File: src/rtl/param_reg_file.sv
// ---------------------------------------------------------------------------
// param_reg_file
//   Parameterised register file with one write port and two independent,
//   registered read ports. It tracks which registers were written since the
//   last reset/clear and keeps a sticky flag for any out-of-range access.
//
// Optional feature (macro PARAM_REG_FILE_BYPASS_EN):
//   defined   : a read that coincides with an in-range write to the same
//               address returns the new wdata (write-to-read bypass).
//   undefined : that read returns the pre-write register contents.
//
// Parameters
//   WIDTH : data width in bits (>= 1)
//   DEPTH : number of registers (2..256)
//   AW    : address width, 2**AW >= DEPTH
//
// Ports
//   clk              : clock, all state updates on the rising edge
//   reset            : asynchronous, active-high reset
//   clear            : synchronous clear of registers, written and err
//   we/waddr/wdata   : write request
//   re0/raddr0       : read request, port 0
//   re1/raddr1       : read request, port 1
//   rdata0/rdata1    : registered read data
//   rvalid0/rvalid1  : read-data-valid pulses
//   written          : per-register "written since reset/clear" flags
//   err              : sticky out-of-range access flag
//
// Handshake: the read ports have no ready. A request (rek=1) is always
// accepted at the rising edge; the data appears on rdatak one cycle later
// with rvalidk=1 for exactly that one cycle. The consumer must capture
// rdatak while rvalidk is high; rdatak holds its value between reads.
// ---------------------------------------------------------------------------
module param_reg_file #(
  parameter int WIDTH = 8,
  parameter int DEPTH = 4,
  parameter int AW    = 2
) (
  input  logic             clk,
  input  logic             reset,
  input  logic             clear,
  input  logic             we,
  input  logic [AW-1:0]    waddr,
  input  logic [WIDTH-1:0] wdata,
  input  logic             re0,
  input  logic [AW-1:0]    raddr0,
  input  logic             re1,
  input  logic [AW-1:0]    raddr1,
  output logic [WIDTH-1:0] rdata0,
  output logic [WIDTH-1:0] rdata1,
  output logic             rvalid0,
  output logic             rvalid1,
  output logic [DEPTH-1:0] written,
  output logic             err
);

  // One extra bit so DEPTH = 2**AW is representable in the range compare.
  localparam logic [AW:0] DEPTH_W = (AW+1)'(DEPTH);

  logic [WIDTH-1:0] regs [DEPTH];

  logic             waddr_ok;
  logic             raddr0_ok;
  logic             raddr1_ok;
  logic             wr_en;
  logic             oor_access;
  logic [WIDTH-1:0] rd0_val;
  logic [WIDTH-1:0] rd1_val;

  assign waddr_ok   = ({1'b0, waddr}  < DEPTH_W);
  assign raddr0_ok  = ({1'b0, raddr0} < DEPTH_W);
  assign raddr1_ok  = ({1'b0, raddr1} < DEPTH_W);
  assign wr_en      = we && waddr_ok && !clear;
  assign oor_access = (we && !waddr_ok) || (re0 && !raddr0_ok) ||
                      (re1 && !raddr1_ok);

  // Read muxes. An address that matches no register leaves the value at 0,
  // which is exactly the out-of-range read result.
  always_comb begin
    rd0_val = '0;
    rd1_val = '0;
    for (int i = 0; i < DEPTH; i++) begin
      if (raddr0 == AW'(i)) rd0_val = regs[i];
      if (raddr1 == AW'(i)) rd1_val = regs[i];
    end
`ifdef PARAM_REG_FILE_BYPASS_EN
    // wr_en already implies an in-range address and no clear.
    if (wr_en && (waddr == raddr0)) rd0_val = wdata;
    if (wr_en && (waddr == raddr1)) rd1_val = wdata;
`endif
  end

  // Register array and written flags; clear wins over a same-cycle write.
  always_ff @(posedge clk or posedge reset) begin
    if (reset) begin
      for (int i = 0; i < DEPTH; i++) regs[i] <= '0;
      written <= '0;
    end else if (clear) begin
      for (int i = 0; i < DEPTH; i++) regs[i] <= '0;
      written <= '0;
    end else if (wr_en) begin
      for (int i = 0; i < DEPTH; i++) begin
        if (waddr == AW'(i)) begin
          regs[i]    <= wdata;
          written[i] <= 1'b1;
        end
      end
    end
  end

  // Sticky error flag; a clear cycle always leaves it at 0.
  always_ff @(posedge clk or posedge reset) begin
    if (reset) begin
      err <= 1'b0;
    end else if (clear) begin
      err <= 1'b0;
    end else if (oor_access) begin
      err <= 1'b1;
    end
  end

  // Registered read ports. A read in a clear cycle returns 0.
  always_ff @(posedge clk or posedge reset) begin
    if (reset) begin
      rdata0  <= '0;
      rdata1  <= '0;
      rvalid0 <= 1'b0;
      rvalid1 <= 1'b0;
    end else begin
      rvalid0 <= re0;
      rvalid1 <= re1;
      if (re0) rdata0 <= clear ? '0 : rd0_val;
      if (re1) rdata1 <= clear ? '0 : rd1_val;
    end
  end

endmodule

File: config.mk
export PLATFORM = sky130hd
export DESIGN_NAME = param_reg_file
export DESIGN_NICKNAME = d
export VERILOG_FILES = /design/src/rtl/param_reg_file.sv
export SDC_FILE = /design/constraint.sdc
export NUM_CORES = 1
export LEC_CHECK = 0
export CORE_AREA = 2 2 79 81
export DETAILED_ROUTE_END_ITERATION = 12
export DIE_AREA = 0 0 81 83
export GPL_ROUTABILITY_DRIVEN = 0
export PLACE_DENSITY = 0.78
export SETUP_SLACK_MARGIN = 0.15
export SYNTH_ARGS = -nofsm -noshare
export SYNTH_HDL_FRONTEND = slang
export SYNTH_SLANG_ARGS = --single-unit
File: constraint.sdc
create_clock -name clk -period 2 [get_ports clk]
set_input_delay 0.3 -clock clk [delete_from_list [all_inputs] [get_ports clk]]
set_output_delay 0.3 -clock clk [all_outputs]
set_load 0.01 [all_outputs]
# Word-level counts from Yosys, hierarchy flattened
# Index checks and enable logic that the tools add are counted.
totals:
  ff_bits: 54
  in_bits: 20
  out_inout_bits: 23
classes:
  n_eq_ne: 9
  muxes: 22
  n_reduce_logical: 14
op_table:
  columns: ["operator", "count"]
  rows:
  - ["two-way mux 8 bit", 14]
  - ["two-way mux 32 bit", 2]
  - ["equality test 2 bit, second input constant", 6]
  - ["nonzero test 2 bit", 5]
  - ["two-way mux 4 bit", 2]
  - ["AND reduction 2 bit", 4]
  - ["equality test 2 x 1 -> 1 bit, second input constant", 3]
  - ["zero test 2 bit", 3]
  - ["two-way mux 1 bit", 4]
  - ["logical AND 1 bit", 1]
  - ["zero test 1 bit", 1]

# Longest topological paths before layout
depth:
  ltp_word: 6
  mapped_depth: 4

# Worst setup path after synthesis
# Ideal clock, no wire load.
synth_path:
  path_kind: "input -> register"
  from: "input port raddr0[1]"
  to: "register rdata0[0]"
  setup_ns: 0.137
  arrival_ns: 1.019
  t_required_ns: 1.863
  path_slack_ns: 0.844
  path_stages: 4
  path_buffers: 1
  cell_sequence: "buf_6 -> mux4_2 -> inv_1 -> o22ai_1"
synth_via:
  elab_chain_len: 6
synth_rtl:
  columns: ["element", "line", "rtl"]
  rows:
  - ["start, declared", "46", "input logic [AW-1:0] raddr0,"]
  - ["zero test 2 bit", "83", "if (raddr0 == AW'(i)) rd0_val = regs[i];"]
  - ["two-way mux 8 bit (3 in a row)", "83", null]
  - ["two-way mux 8 bit *", "83", null]
  - ["two-way mux 8 bit *", "132", "if (re0) rdata0 <= clear ? '0 : rd0_val;"]
  - ["end signal, assigned", "132", null]
  - ["end, declared", "49", "output logic [WIDTH-1:0] rdata0,"]
# Mark *: on every way between the ends. The rest lies on a longest branch, timed or not.
# A chain may end at the register's enable or synchronous reset.

# Worst setup path after layout
layout_path:
  from: "register rdata1[0]"
  to: "output port rdata1[0]"
layout_lines:
  columns: ["element", "line", "rtl"]
  rows:
  - ["start, declared", "50", "output logic [WIDTH-1:0] rdata1,"]
  - ["start signal, assigned", "133", "if (re1) rdata1 <= clear ? '0 : rd1_val;"]
# No word-level cell between the ends.

==> results.cfg <==
[job]
maxCapViolations = 0

[clock_tree]
root_buffer = clkbuf_8
cts_tree = yes
cts-resized-gates = 0
cts.clk_slew.worst_paths_ns = 0.09
cts_made_buffers = 5
insertion_delay_ns = 0.31
ctsHoldBuffers = 0
htree_levels = 2
clockBufferDepth = 2
post-cts-setup-buffers = 0
cts_sinks = 54

[power]
p_per_area_nw_per_um2 = 637
seqPwrFrac = 0.576
p_sw_mw = 0.488
leakagePower_nw = 1.39
combPwrFrac = 0.139
internal_power_mw = 1.51
power.share.clock = 0.285
peakVddDrop_mv = 0.318
p_sw_frac = 0.244

[grt]
antenna_found_initial = 0
grt_max_degree = 55
grt_pass1_wl_um = 8790
grt_usage = 0.170
grt_pass1_vias = 1754
grt_overflow_total = 0

[worst_setup_path]
cp.arrival_ns = 1.22
path_cells = clkdlybuf4s50_1
r2r_slack_ns = 0.84
crit_buf_inv = 1
r2r_end = rdata0[3]$_DFFE_PP0P_
cp-endpoint = rdata1[0]
startpoint_type = register
worstPathRequired_ns = 1.70
cp_slowest_cell = clkdlybuf4s50_1
critPathKind = register to output port
crit_cells = 1
cp-end-kind = output port
rr_startpoint = regs[3]$_DFFE_PP0P_
cp_max_fo = 2
worstRegToRegCells = 3
worstSetupStartpoint = rdata1[0]$_DFFE_PP0P_
crit_family = buffers and inverters
critPathMaxStageDelay_ns = 0.54

[layout]
final_net_count = 286
synthToLayoutAreaGrowth_pct = 22.5
n_antenna_cell = 0
fill_cells = 525
drive_gt1_frac = 0.128
fin_cells = 341

[floorplan]
die_x_um = 81
die_height_um = 83
pin_count = 43
core-area_um2 = 5820
initial_utilization = 0.441
die_area_um2 = 6720
rows = 28

[sta]
finalMaxSlewViolations = 0
setup_tns_ns = 0
final.period_utilization = 0.758
min_period_ns = 1.52
hold_viol = 0
setup-violations-final = 0
rsz0062_at_grt = false
fmax_ghz = 0.660
skew_ns = 0.00592

[synthesis]
synth_top_family_by_area = multiplexers
synthesis.area_um2 = 2560
syn_inst = 224
ys_ff_latch = 54
yosys.area_share.xor_xnor = 0
synth_simple_gate_area_share = 0.0844
yosysUniqueCellTypes = 20
synth.mux.area_fraction = 0.234
synth-compound-area-share = 0.0585
synth_area_per_cell_um2 = 11.5
synth_adder_area_share = 0
yosys_warnings = 0
ys_seq_area_frac = 0.527
synth_fp_nets = 244

[route]
drt_wl_total_um = 5150
routed-via-count = 1728
ant_nets = 0
wl_per_cell_um = 15.1
drtIter0Drc = 93
avgViaCountPerCell = 5.07
dr.pass1.iters = 4
drc_errors = 0

[worst_hold_path]
hp-class = input pin to asynchronous set/reset pin

[placement]
dp.final_hpwl_um = 3750
place.port_buffers = 41
dpl.cell_count = 334

[status]
status = completed
==> power by group through the flow <==
stage / Combinational, mW / Sequential, mW / Clock [mW]
after floorplan: 0.157 / 1.17 / 0
after global placement: 0.278 / 1.17 / 0
after detailed placement: 0.283 / 1.17 / 0
after CTS: 0.283 / 1.15 / 0.577
after global routing: 0.308 / 1.16 / 0.629
final: 0.278 / 1.15 / 0.571
==> layout by cell type, fill, tap and decap left out, types with 2 or more instances in the layout <==
cell type	n
nand2b_1	2
buf_4	9
mux4_2	16
dfrtp_1	54
clkinv_1	7
mux2i_1	24
nand2_1	16
nor2_1	28
clkbuf_8	5
o22ai_1	16
clkbuf_1	2
nand3b_1	2
a21oi_1	10
buf_12	2
clkdlybuf4s50_1	41
inv_1	27
==> synth_stat cells <==
cell type / instances / area [µm²]
a21oi_1: 10 / 50.1
and3_1: 1 / 6.26
buf_1: 4 / 15.0
buf_2: 2 / 10.0
buf_4: 4 / 30.0
buf_6: 4 / 45.0
clkbuf_1: 3 / 11.3
clkinv_1: 7 / 26.3
conb_1: 1 / 3.75
dfrtp_1: 54 / 1350
inv_1: 28 / 105
mux2i_1: 24 / 240
mux4_2: 16 / 360
nand2_1: 16 / 60.1
nand2b_1: 2 / 12.5
nand3_1: 1 / 5.00
nand3b_1: 2 / 15.0
nor2_1: 28 / 105
nor3b_2: 1 / 12.5
o22ai_1: 16 / 100
==> through the flow <==
step / setup slack (ns) / hold slack (ns) / area, µm² / power (mW) / util
2_1_floorplan: 0.385 / 0.331 / 2560 / 1.33 / -
3_3_place_gp: 0.264 / 0.486 / 3070 / 1.45 / 0.527
3_5_place_dp: 0.242 / 0.501 / 3070 / 1.46 / 0.527
4_1_cts: 0.481 / 0.376 / 3140 / 2.01 / 0.540
5_1_grt: 0.431 / 0.381 / 3140 / 2.09 / 0.540
6_report: 0.484 / 0.360 / 3140 / 2.00 / 0.540
==> worst min-delay path by stage <==
stage | from | endpoint | cells after the start
floorplan | re0 | rvalid0$_DFF_PP0_ | 0
global placement | written[0]$_DFFE_PP0P_ | written[0]$_DFFE_PP0P_ | 2
detailed placement | written[0]$_DFFE_PP0P_ | written[0]$_DFFE_PP0P_ | 2
CTS | reset | regs[16]$_DFFE_PP0P_ | 3
global route | reset | regs[16]$_DFFE_PP0P_ | 3
finish | reset | rdata0[7]$_DFFE_PP0P_ | 3
==> state kept, by name, indices dropped and copies added (netlist names) <==
register  cells
rdata1        8
rdata0        8
rvalid0       1
written       4
regs         32
rvalid1       1
==> routing by layer <==
layer | GRT usage | share of wire | up-vias
met2 | 0.255 | 0.47 | 52
met1 | 0.249 | 0.46 | 840
met4 | 0.0632 | 0.020 | 0
met3 | 0.0272 | 0.050 | 12
li1 | - | - | 824
met5 | 0 | 0 | -
==> final cells by class <==
class | count | area, µm² | share of cell area
Multi-Input combinational cell | 118 | 971 | 0.309
Clock buffer | 7 | 76.3 | 0.0243
Sequential cell | 54 | 1350 | 0.430
Tap cell | 75 | 93.8 | 0.0299
Inverter | 35 | 131 | 0.0418
Timing Repair Buffer | 52 | 518 | 0.165
==> cells by family after synthesis <==
group,count (synthesis)
AO/OA/AOI/OAI,26
buffers and inverters,52
AND/OR/NAND/NOR,51
multiplexers,40
flip-flops,54
other,1
(Power assumes the default switching activity.)
